### src/rtl/aq_axis_upsizer.sv
// ---------------------------------------------------------------------------
// aq_axis_upsizer
//
// AXI-Stream width up-converter. Packs RATIO consecutive narrow input beats
// into one wide output beat, first beat in the least-significant lane. A
// TLAST beat that arrives before every lane is filled flushes the word early;
// the unused upper lanes are zero and their TKEEP bits are clear. Packets
// never merge across TLAST. The output stage is a single register that
// sustains one input beat per clock while M_AXIS_TREADY stays high.
//
// Parameters:
//   IN_WIDTH   input data width in bits (multiple of 8)
//   RATIO      input beats per output beat (2, 4 or 8)
//   OUT_WIDTH  IN_WIDTH*RATIO, derived; leave at its default
//
// Ports:
//   ACLK           clock shared by both stream sides
//   RST            asynchronous, active-high reset
//   S_AXIS_TVALID  input beat valid
//   S_AXIS_TREADY  input beat accepted when TVALID && TREADY
//   S_AXIS_TDATA   input data (IN_WIDTH bits)
//   S_AXIS_TLAST   last beat of the input packet
//   M_AXIS_TVALID  output beat valid
//   M_AXIS_TREADY  downstream ready
//   M_AXIS_TDATA   packed data, lane i = [i*IN_WIDTH +: IN_WIDTH]
//   M_AXIS_TKEEP   per-lane valid mask (RATIO bits)
//   M_AXIS_TLAST   output beat ends a packet
// ---------------------------------------------------------------------------
module aq_axis_upsizer #(
  parameter int IN_WIDTH  = 32,
  parameter int RATIO     = 2,
  parameter int OUT_WIDTH = IN_WIDTH * RATIO
) (
  input  logic                 ACLK,
  input  logic                 RST,
  input  logic                 S_AXIS_TVALID,
  output logic                 S_AXIS_TREADY,
  input  logic [IN_WIDTH-1:0]  S_AXIS_TDATA,
  input  logic                 S_AXIS_TLAST,
  output logic                 M_AXIS_TVALID,
  input  logic                 M_AXIS_TREADY,
  output logic [OUT_WIDTH-1:0] M_AXIS_TDATA,
  output logic [RATIO-1:0]     M_AXIS_TKEEP,
  output logic                 M_AXIS_TLAST
);

  localparam int LW    = $clog2(RATIO);
  localparam int ACC_W = IN_WIDTH * (RATIO - 1);
  localparam logic [LW-1:0] LAST_LANE = LW'(RATIO - 1);

  // Lane counter and accumulator (lanes 0..RATIO-2 only; the top lane is
  // always supplied directly by the completing beat).
  logic [LW-1:0]        laneQ, laneD;
  logic [ACC_W-1:0]     accDataQ, accDataD;
  logic [RATIO-2:0]     accKeepQ, accKeepD;

  // Output register.
  logic                 mValidQ, mValidD;
  logic [OUT_WIDTH-1:0] mDataQ, mDataD;
  logic [RATIO-1:0]     mKeepQ, mKeepD;
  logic                 mLastQ, mLastD;

  logic                 sReady;
  logic                 accept;
  logic                 complete;
  logic [OUT_WIDTH-1:0] accDataExt;
  logic [RATIO-1:0]     accKeepExt;
  logic [OUT_WIDTH-1:0] packWord;
  logic [RATIO-1:0]     packKeep;

  // The input may advance whenever the output register is empty or is being
  // drained this cycle. Independent of S_AXIS_TVALID/TLAST by design.
  assign sReady   = !mValidQ || M_AXIS_TREADY;
  assign accept   = S_AXIS_TVALID && sReady;
  assign complete = accept && (S_AXIS_TLAST || (laneQ == LAST_LANE));

  // Assemble the wide word for a completing beat: lanes below L come from
  // the accumulator, lane L is the current beat, lanes above L are forced to
  // zero so padding never carries stale accumulator content.
  always_comb begin
    accDataExt = {{IN_WIDTH{1'b0}}, accDataQ};
    accKeepExt = {1'b0, accKeepQ};
    packWord   = '0;
    packKeep   = '0;
    for (int i = 0; i < RATIO; i++) begin
      if (LW'(i) == laneQ) begin
        packWord[i*IN_WIDTH +: IN_WIDTH] = S_AXIS_TDATA;
        packKeep[i]                      = 1'b1;
      end else if (LW'(i) < laneQ) begin
        packWord[i*IN_WIDTH +: IN_WIDTH] = accDataExt[i*IN_WIDTH +: IN_WIDTH];
        packKeep[i]                      = accKeepExt[i];
      end
    end
  end

  // Next-state logic. A drained output word clears TVALID unless a new
  // completing beat reloads the register in the same cycle.
  always_comb begin
    laneD    = laneQ;
    accDataD = accDataQ;
    accKeepD = accKeepQ;
    mValidD  = mValidQ;
    mDataD   = mDataQ;
    mKeepD   = mKeepQ;
    mLastD   = mLastQ;

    if (mValidQ && M_AXIS_TREADY) begin
      mValidD = 1'b0;
    end

    if (complete) begin
      mValidD  = 1'b1;
      mDataD   = packWord;
      mKeepD   = packKeep;
      mLastD   = S_AXIS_TLAST;
      laneD    = '0;
      accDataD = '0;
      accKeepD = '0;
    end else if (accept) begin
      for (int i = 0; i < RATIO - 1; i++) begin
        if (LW'(i) == laneQ) begin
          accDataD[i*IN_WIDTH +: IN_WIDTH] = S_AXIS_TDATA;
          accKeepD[i]                      = 1'b1;
        end
      end
      laneD = laneQ + 1'b1;
    end
  end

  // State registers. Reset discards any partial accumulation and any pending
  // output word.
  always_ff @(posedge ACLK or posedge RST) begin
    if (RST) begin
      laneQ    <= '0;
      accDataQ <= '0;
      accKeepQ <= '0;
      mValidQ  <= 1'b0;
      mDataQ   <= '0;
      mKeepQ   <= '0;
      mLastQ   <= 1'b0;
    end else begin
      laneQ    <= laneD;
      accDataQ <= accDataD;
      accKeepQ <= accKeepD;
      mValidQ  <= mValidD;
      mDataQ   <= mDataD;
      mKeepQ   <= mKeepD;
      mLastQ   <= mLastD;
    end
  end

  assign S_AXIS_TREADY = sReady;
  assign M_AXIS_TVALID = mValidQ;
  assign M_AXIS_TDATA  = mDataQ;
  assign M_AXIS_TKEEP  = mKeepQ;
  assign M_AXIS_TLAST  = mLastQ;

endmodule

### config.mk
export PLATFORM = sky130hd
export DESIGN_NAME = aq_axis_upsizer
export DESIGN_NICKNAME = d
export VERILOG_FILES = /design/src/rtl/aq_axis_upsizer.sv
export SDC_FILE = /design/constraint.sdc
export NUM_CORES = 1
export LEC_CHECK = 0
export ABC_AREA = 1
export CORE_MARGIN = 1
export CORE_UTILIZATION = 35
export DETAILED_ROUTE_END_ITERATION = 8
export MAX_ROUTING_LAYER = met4
export PLACE_DENSITY_LB_ADDON = 0.08
export SLEW_MARGIN = 20
export SYNTH_ARGS = -nofsm -noshare
export SYNTH_HDL_FRONTEND = slang
export SYNTH_SLANG_ARGS = --single-unit
export TNS_END_PERCENT = 30
### constraint.sdc
create_clock -name ACLK -period 9.3 [get_ports ACLK]
set_input_delay 2.325 -clock ACLK [delete_from_list [all_inputs] [get_ports ACLK]]
set_output_delay 2.325 -clock ACLK [all_outputs]
set_load 0.1 [all_outputs]
==> results of run 1 <==
==> critical path, cell delays in order <==
cell	delay (ns)
clkdlybuf4s50_1	0.45
inv_1	0.07
nand2_2	0.58
clkdlybuf4s50_1	1.27
==> layout by cell type (no fill, tap or decap), drive strengths merged <==
cell	instances
nand2	301
nand3	67
clkbuf	12
a21oi	1
clkinvlp	2
inv	7
nand4	32
o21ai	2
clkdlybuf4s50	104
dfrtp	102
buf	5
clkinv	1
==> through the flow <==
stage | total power [W] | hold WS, ns
2_1_floorplan | 0.00130 | 0.449
3_3_place_gp | 0.00152 | 0.459
3_5_place_dp | 0.00152 | 0.458
4_1_cts | 0.00189 | 0.475
5_1_grt | 0.00195 | 0.495
6_report | 0.00187 | 0.469
==> cells by family after synthesis <==
family | count (synthesis)
compound gates | 3
simple gates | 400
flops | 102
buf+inv | 47
==> registers in the layout, summed over array words and instances (netlist names) <==
register,cells
accKeepQ,1
M_AXIS_TDATA,64
M_AXIS_TLAST,1
laneQ,1
accDataQ,32
M_AXIS_TKEEP,2
M_AXIS_TVALID,1
==> worst max path at each step <==
stage	slack [ns]	to	startpoint	cells after the start
global placement	2.27	S_AXIS_TREADY	M_AXIS_TREADY	4
global route	2.18	S_AXIS_TREADY	M_AXIS_TREADY	4
CTS	2.25	S_AXIS_TREADY	M_AXIS_TREADY	4
finish	2.26	S_AXIS_TREADY	M_AXIS_TREADY	4
floorplan	3.44	S_AXIS_TREADY	M_AXIS_TREADY	3
detailed placement	2.25	S_AXIS_TREADY	M_AXIS_TREADY	4
==> cell type report <==
class	instances	area [um^2]	area share [%]
multi-input cells	403	1700	29.1
well taps	168	210	3.59
clock inverters	3	20.0	0.342
inverters	7	28.8	0.492
repair buffers	109	1080	18.4
clock buffers	12	256	4.39
flip-flops and latches	102	2550	43.7
==> routing by layer <==
metal | global-route usage (%) | routed length [um] | vias up
met1 | 26.0 | 5570 | 1870
li1 | - | - | 1915
met4 | 7.27 | 184 | 0
met2 | 30.4 | 5620 | 86
met5 | - | 0 | -
met3 | 3.11 | 525 | 12
==> report_power, final <==
part | leakage (nW) | internal [W] | switching (W) | total (W)
Combinational | 1.56 | 0.000190 | 0.000734 | 0.000924
Clock | 0.131 | 0.000194 | 0.000163 | 0.000357
Sequential | 1.32 | 0.000536 | 0.0000518 | 0.000588
==> impl_metrics.py, run 1 <==
metrics = {
    "yosys": {
        "synth_enable_flop_cells": 0,
        "ys_top_cells_by_count": "nand2_1, dfrtp_1, nand3_1",
        "synth-compound-area-share_pct": 0.421,
        "synth.area.top_cells": "dfrtp_1, nand2_1, nand3_1",
        "seq_area_frac_synth_pct": 57.3,
        "synth_fp_nets": 589,
        "synth_xor_xnor_area_share_pct": 0,
        "synth_top_family_by_area": "simple AND/OR/NAND/NOR gates",
        "synthAdderAreaFrac_pct": 0,
        "synth_most_common_cell": "nand2_1",
        "synth_top_area_share_pct": 57.3,
        "synthMuxAreaShare_pct": 0,
        "async_reset_ff_share_pct": 100,
        "syn_inst": 552,
        "synth_seq_cells": 102,
        "synth_area_um2": 4460,
        "synthSimpleGateAreaFrac_pct": 37.6,
        "avgSynthCellArea_um2": 8.07,
        "post-synth-top-area-cell": "dfrtp_1",
        "synthFlopType": "dfrtp_1",
        "synthDistinctLibCells": 14,
        "yosysWarnings": 0,
    },
    "timing": {
        "clock_skew_ns": 0.00515,
        "tightest_slew_ns": 1.03,
        "fin_crit_ns": 7.04,
        "finalSetupTns_ns": 0,
        "setup_viol_count_final": 0,
        "fmax_mhz": 142,
        "final_hold_viol_count": 0,
        "drv_slew": 0,
        "relSlewSlack_pct": 31.3,
        "fin_crit_sh_pct": 75.7,
        "rsz0062_at_grt": "no",
        "setup_slack_ns": 2.26,
    },
    "clocking": {
        "clk_pin_slew_worst_paths_ns": 0.07,
        "clock-root-buffer": "clkbuf_16",
        "clock_path_buffers": 2,
        "clock_latency_ns": 0.34,
        "cts_tree": "done",
        "ctsResizeCount": 0,
        "cts_buffers": 9,
        "cts_sinks": 102,
        "holdBufCountCts": 0,
        "htreeDepth": 3,
        "cts_setup_buffers": 0,
    },
    "final_layout": {
        "area_growth_pct": 31.2,
        "fin_cells": 804,
        "drive_above_1_share_pct": 4.56,
        "finish.instance_area_um2": 5850,
        "nNetsFinal": 669,
        "diodes": 0,
        "post-route-util_pct": 47.9,
        "fillers": 1247,
    },
    "floorplanning": {
        "ios": 106,
        "die_x_um": 115,
        "start_util_pct": 36.5,
        "dieArea_um2": 13200,
        "die_h_um": 115,
        "row_count": 40,
        "coreArea_um2": 12200,
    },
    "run_status": {
        "status": "completed",
    },
    "worst_setup_path": {
        "ff2ff_setup_slack_ns": 6.29,
        "cp.required_ns": 6.98,
        "r2r-start": "laneQ$_DFFE_PP0P_",
        "path_max_fanout": 37,
        "reg2reg_depth": 6,
        "startpoint_type": "input port",
        "rr_endpoint": "M_AXIS_TDATA[10]$_DFFE_PP0P_",
        "crit_type": "input port to output port",
        "end_kind": "output port",
        "cp.arrival_ns": 4.71,
    },
    "min_path": {
        "min_path_type": "flip-flop to flip-flop",
        "hold_end": "M_AXIS_TDATA[48]$_DFFE_PP0P_",
        "min_from": "M_AXIS_TDATA[48]$_DFFE_PP0P_",
        "hold_depth": 2,
    },
    "drt": {
        "first_pass_iters": 4,
        "drt_iter0_markers": 147,
        "antenna_left": 0,
        "vias": 3883,
        "remaining_drc_errors": 0,
        "wl_per_cell_um": 14.8,
        "routed_wl_um": 11900,
        "vias_per_cell": 4.83,
    },
    "place": {
        "place_ws_ns": 2.25,
        "gp_congestion": 0.706,
        "io_buffer_count": 105,
        "post_dp_cell_area_um2": 5570,
        "dp_cells": 789,
        "hpwl_um": 6950,
    },
    "pwr": {
        "peakVddDrop_mv": 0.145,
        "powerDensity_nw_per_um2": 320,
        "leakagePower_nw": 3.01,
    },
    "grt": {
        "grt_max_degree": 70,
        "globalRouteTotalUtil_pct": 19.7,
        "grt_pass1_wl_um": 19500,
        "grt-ovfl-total": 0,
        "grt_pass1_vias": 3759,
        "antenna_found_initial": 0,
    },
    "run": {
        "cap_violations": 0,
    },
}
Note: power is estimated with default switching activity, not from simulation.
==> run 2: changes to the inputs <==
==> constraint.sdc (replaced) <==
create_clock -name ACLK -period 5.6 [get_ports ACLK]
set_input_delay 1.4 -clock ACLK [delete_from_list [all_inputs] [get_ports ACLK]]
set_output_delay 1.4 -clock ACLK [all_outputs]
set_load 0.1 [all_outputs]
==> impl_metrics.py, run 2 (synthesis results as in run 1) <==
metrics = {
    "timing": {
        "relSlewSlack_pct": 30.8,
        "drv_slew": 0,
        "finalSetupTns_ns": 0,
        "holdWs_ns": 0.470,
        "setup_slack_ns": 1.88,
        "fmax_mhz": 269,
        "clock_skew_ns": 0.00360,
        "final_hold_viol_count": 0,
        "setup_viol_count_final": 0,
        "rsz0062_at_grt": "no",
        "tightest_slew_ns": 1.04,
        "fin_crit_sh_pct": 66.5,
        "fin_crit_ns": 3.72,
    },
    "pwr": {
        "leakagePower_nw": 3.05,
        "peakVddDrop_mv": 0.293,
        "powerDensity_nw_per_um2": 544,
    },
    "worst_setup_path": {
        "max_stage_delay_ns": 0.46,
        "startpoint_type": "input port",
        "ff2ff_setup_slack_ns": 2.67,
        "worst_path_max_delay_cell": "clkdlybuf4s50_1",
        "crit_buf_inv": 3,
        "rr_endpoint": "M_AXIS_TDATA[24]$_DFFE_PP0P_",
        "r2r-start": "laneQ$_DFFE_PP0P_",
        "reg2reg_depth": 6,
        "path_max_fanout": 2,
        "end_kind": "output port",
        "crit_type": "input port to output port",
        "cp.arrival_ns": 2.32,
        "path_cells": "clkdlybuf4s50_1, inv_1, nand2_2, buf_4",
        "cp.required_ns": 4.20,
        "cp_top_family": "buffers and inverters",
    },
    "final_layout": {
        "drive_above_1_share_pct": 4.70,
        "final_cell_mix": "nand2_1, clkdlybuf4s50_1, dfrtp_1",
        "final_common_cell": "nand2_1",
        "nNetsFinal": 670,
        "area_growth_pct": 32.6,
        "largest_reg_flops": 64,
        "fin_cells": 806,
        "fillers": 1261,
        "diodes": 0,
    },
    "clocking": {
        "clock_path_buffers": 2,
        "clock_latency_ns": 0.34,
        "cts_buffers": 9,
        "clock-root-buffer": "clkbuf_16",
        "cts_setup_buffers": 0,
        "cts_tree": "done",
        "cts_sinks": 102,
        "ctsResizeCount": 0,
        "holdBufCountCts": 0,
        "htreeDepth": 3,
        "clk_pin_slew_worst_paths_ns": 0.06,
    },
    "place": {
        "dp_cells": 790,
        "place_ws_ns": 1.71,
        "io_buffer_count": 105,
        "hpwl_um": 7060,
        "gp_congestion": 0.711,
    },
    "drt": {
        "wl_per_cell_um": 15.0,
        "vias": 3948,
        "remaining_drc_errors": 0,
        "drt_iter0_markers": 271,
        "routed_wl_um": 12100,
        "first_pass_iters": 4,
        "antenna_left": 0,
        "vias_per_cell": 4.90,
    },
    "run": {
        "cap_violations": 0,
    },
    "min_path": {
        "min_path_type": "flip-flop to flip-flop",
        "min_from": "M_AXIS_TDATA[51]$_DFFE_PP0P_",
        "hold_end": "M_AXIS_TDATA[51]$_DFFE_PP0P_",
        "hold_depth": 2,
    },
    "floorplanning": {
        "dieArea_um2": 13200,
        "start_util_pct": 36.5,
        "coreArea_um2": 12200,
        "die_x_um": 115,
        "die_h_um": 115,
        "ios": 106,
        "row_count": 40,
    },
    "grt": {
        "antenna_found_initial": 0,
        "globalRouteTotalUtil_pct": 20.1,
        "grt_max_degree": 72,
        "grt_pass1_wl_um": 20000,
        "grt-ovfl-total": 0,
        "grt_pass1_vias": 3877,
    },
    "run_status": {
        "status": "completed",
    },
}
## run 2: cell types whose count changed in the layout (fill, tap and decap cells not counted)
cell | previous run | this run
buf_4 | 4 | 6
clkdlybuf4s50_1 | 104 | 103
clkbuf_1 | 1 | 3
clkbuf_8 | 2 | 0
bufinv_16 | 0 | 3
clkinvlp_4 | 2 | 0
## run 2: worst max-delay path by stage
stage | from | end | cells after the start
after floorplan | RST | M_AXIS_TDATA[0]$_DFFE_PP0P_ | 1
after global placement | S_AXIS_TLAST | laneQ$_DFFE_PP0P_ | 6
after detailed placement | S_AXIS_TLAST | M_AXIS_TDATA[15]$_DFFE_PP0P_ | 7
after CTS | M_AXIS_TREADY | S_AXIS_TREADY | 4
after global routing | M_AXIS_TREADY | S_AXIS_TREADY | 4
final | M_AXIS_TREADY | S_AXIS_TREADY | 4
## run 2: where the power goes
| group | internal, W | switching, W |
|---|---|---|
| combinational | 0.000316 | 0.00122 |
| sequential | 0.000891 | 0.0000901 |
| clock | 0.000437 | 0.000263 |
## run 2: metrics by stage
step / power, W / cell area, um^2 / util (%)
2_1_floorplan: 0.00215 / 4460 / -
3_3_place_gp: 0.00253 / 5580 / 45.7
3_5_place_dp: 0.00254 / 5580 / 45.7
4_1_cts: 0.00325 / 5910 / 48.4
5_1_grt: 0.00335 / 5910 / 48.4
6_report: 0.00322 / 5910 / 48.4
## run 2: final cells by class
| class | instances | area [um^2] | share of cell area, % |
|---|---|---|---|
| multi-input cells | 403 | 1700 | 28.8 |
| clock inverters | 4 | 95.1 | 1.61 |
| flip-flops and latches | 102 | 2550 | 43.2 |
| repair buffers | 110 | 1080 | 18.3 |
| clock buffers | 12 | 236 | 4.00 |
| inverters | 7 | 28.8 | 0.487 |
| well taps | 168 | 210 | 3.56 |
## run 2: metal layers
layer,wire (um),GRT usage (%),share of wire (%),vias up
li1,-,-,-,1928
met1,5860,26.7,48,1905
met2,5530,31.5,46,98
met3,540,2.85,4.5,17
met4,182,7.19,1.5,0
met5,0,-,0,-
## run 2: worst register-to-register path, stage by stage (launching register included)
cell and delay, ns:
dfrtp_2 0.40, inv_2 0.50, nand2_2 0.66, nand3_2 0.52, buf_4 0.53, nand2_1 0.16
nand2_1 0.09
==> run 3: changes to the inputs <==
==> constraint.sdc (replaced) <==
create_clock -name ACLK -period 3.3 [get_ports ACLK]
set_input_delay 0.825 -clock ACLK [delete_from_list [all_inputs] [get_ports ACLK]]
set_output_delay 0.825 -clock ACLK [all_outputs]
set_load 0.1 [all_outputs]
==> impl_metrics.py, run 3 (synthesis results as in run 1) <==
metrics = {
    "worst_setup_path": {
        "cp-startpoint": "M_AXIS_TREADY",
        "reg2reg_depth": 5,
        "cp.arrival_ns": 1.69,
        "end_kind": "output port",
        "startpoint_type": "input port",
        "path_max_fanout": 2,
        "r2r-start": "laneQ$_DFFE_PP0P_",
        "cp.required_ns": 2.47,
        "crit_type": "input port to output port",
    },
    "pwr": {
        "leakagePower_nw": 3.21,
        "combPwrFrac_pct": 46.9,
        "powerDensity_nw_per_um2": 928,
        "switchingPower_w": 0.00268,
        "peakVddDrop_mv": 0.486,
        "pwr-share-seq_pct": 30.5,
        "clock_power_share_pct": 22.5,
        "power_w": 0.00544,
        "swShare_pct": 49.3,
        "p_int_w": 0.00276,
    },
    "floorplanning": {
        "dieArea_um2": 13200,
        "coreArea_um2": 12200,
        "row_count": 40,
        "ios": 106,
        "start_util_pct": 36.5,
        "die_x_um": 115,
        "die_h_um": 115,
    },
    "grt": {
        "globalRouteTotalUtil_pct": 19.9,
        "antenna_found_initial": 0,
        "grt_pass1_wl_um": 19700,
        "grt_pass1_vias": 3778,
        "grt_max_degree": 68,
        "grt-ovfl-total": 0,
    },
    "run": {
        "cap_violations": 0,
    },
    "timing": {
        "final_hold_viol_count": 0,
        "fmax_mhz": 397,
        "setup_viol_count_final": 0,
        "finalSetupTns_ns": 0,
        "clock_skew_ns": 0.00594,
        "fin_crit_sh_pct": 76.3,
        "rsz0062_at_grt": "no",
        "drv_slew": 0,
        "fin_crit_ns": 2.52,
        "tightest_slew_ns": 1.08,
        "relSlewSlack_pct": 27.9,
    },
    "clocking": {
        "clk_pin_slew_worst_paths_ns": 0.07,
        "ctsResizeCount": 0,
        "clock_path_buffers": 2,
        "htreeDepth": 3,
        "cts_setup_buffers": 0,
        "cts_sinks": 102,
        "holdBufCountCts": 0,
        "cts_buffers": 9,
        "cts_tree": "done",
        "clock-root-buffer": "clkbuf_16",
        "clock_latency_ns": 0.34,
    },
    "final_layout": {
        "area_growth_pct": 31.6,
        "final_common_cell": "nand2_1",
        "largest_reg_flops": 64,
        "final_cell_mix": "nand2_1, dfrtp_1, buf_4",
        "diodes": 0,
        "drive_above_1_share_pct": 16.4,
        "fillers": 1244,
        "finish.instance_area_um2": 5870,
        "nNetsFinal": 678,
    },
    "drt": {
        "wl_per_cell_um": 14.7,
        "remaining_drc_errors": 0,
        "drt_iter0_markers": 239,
        "antenna_left": 0,
        "vias_per_cell": 4.84,
        "first_pass_iters": 4,
        "vias": 3941,
        "routed_wl_um": 12000,
    },
    "min_path": {
        "min_from": "M_AXIS_TDATA[47]$_DFFE_PP0P_",
        "min_path_type": "flip-flop to flip-flop",
        "hold_depth": 2,
    },
    "place": {
        "io_buffer_count": 105,
        "hpwl_um": 7430,
        "gp_congestion": 0.733,
        "post_dp_cell_area_um2": 5520,
    },
    "run_status": {
        "status": "completed",
    },
}
-- run 3: cell count changes in the layout (fill, tap and decap cells not counted) --
cell             before  now
buf_4                 6   78
clkdlybuf4s50_1     103   35
buf_12                0    4
clkbuf_1              3    1
clkinvlp_4            0    2
clkbuf_8              0    1
clkinv_2              1    0
clkinv_4              0    1
inv_1                 3    4
inv_2                 3    2
inv_4                 1    0
nand2_1             298  299
nand2_2               3    2
-- run 3: path summary, 6_finish.rpt --
path / end / slack, ns
min in group asynchronous: accDataQ[14]$_DFFE_PP0P_ / 0.98
worst max-delay path: S_AXIS_TREADY / 0.78
max in group asynchronous: M_AXIS_TDATA[45]$_DFFE_PP0P_ / 1.60
worst max register to register: laneQ$_DFFE_PP0P_ / 1.37
worst min register to register: M_AXIS_TDATA[47]$_DFFE_PP0P_ / 0.47
worst min-delay path: M_AXIS_TDATA[47]$_DFFE_PP0P_ / 0.47
-- run 3: worst max-delay path, stage by stage --
cell and delay (ns):
clkdlybuf4s50_1 0.48, inv_1 0.08, nand2_2 0.12, buf_12 0.18
-- run 3: area by class of cell --
class | instances | area, um^2 | area share (%)
sequential | 102 | 2550 | 43.5
inverter | 7 | 30.0 | 0.512
multi-input combinational | 403 | 1700 | 29.0
clock inverter | 5 | 106 | 1.81
clock buffer | 11 | 243 | 4.14
timing repair buffer | 118 | 1020 | 17.4
tap | 168 | 210 | 3.58
-- run 3: through the flow --
step | instances | utilization, % | setup slack (ns) | hold slack, ns
after floorplan | 552 | - | 0.370 | 0.449
after global placement | 798 | 45.2 | 0.554 | 0.455
after detailed placement | 798 | 45.2 | 0.487 | 0.460
after CTS | 814 | 48.0 | 0.782 | 0.476
after global routing | 814 | 48.0 | 0.673 | 0.486
final | 814 | 48.0 | 0.783 | 0.469
-- run 3: per-layer routing --
metal	part of all wire (%)	track usage (%)	wire length, um
met1	47	26.6	5640
met3	5.3	3.90	630
met5	0	-	0
met2	47	30.5	5580
met4	1.1	6.32	132
-- run 3: power groups by stage --
stage	combinational [W]	clock, W	sequential [W]
floorplan	0.000461	0	0.00319
global placement	0.00256	0	0.00168
detailed placement	0.00257	0	0.00168
CTS	0.00257	0.00125	0.00167
global route	0.00267	0.00132	0.00170
finish	0.00255	0.00123	0.00166
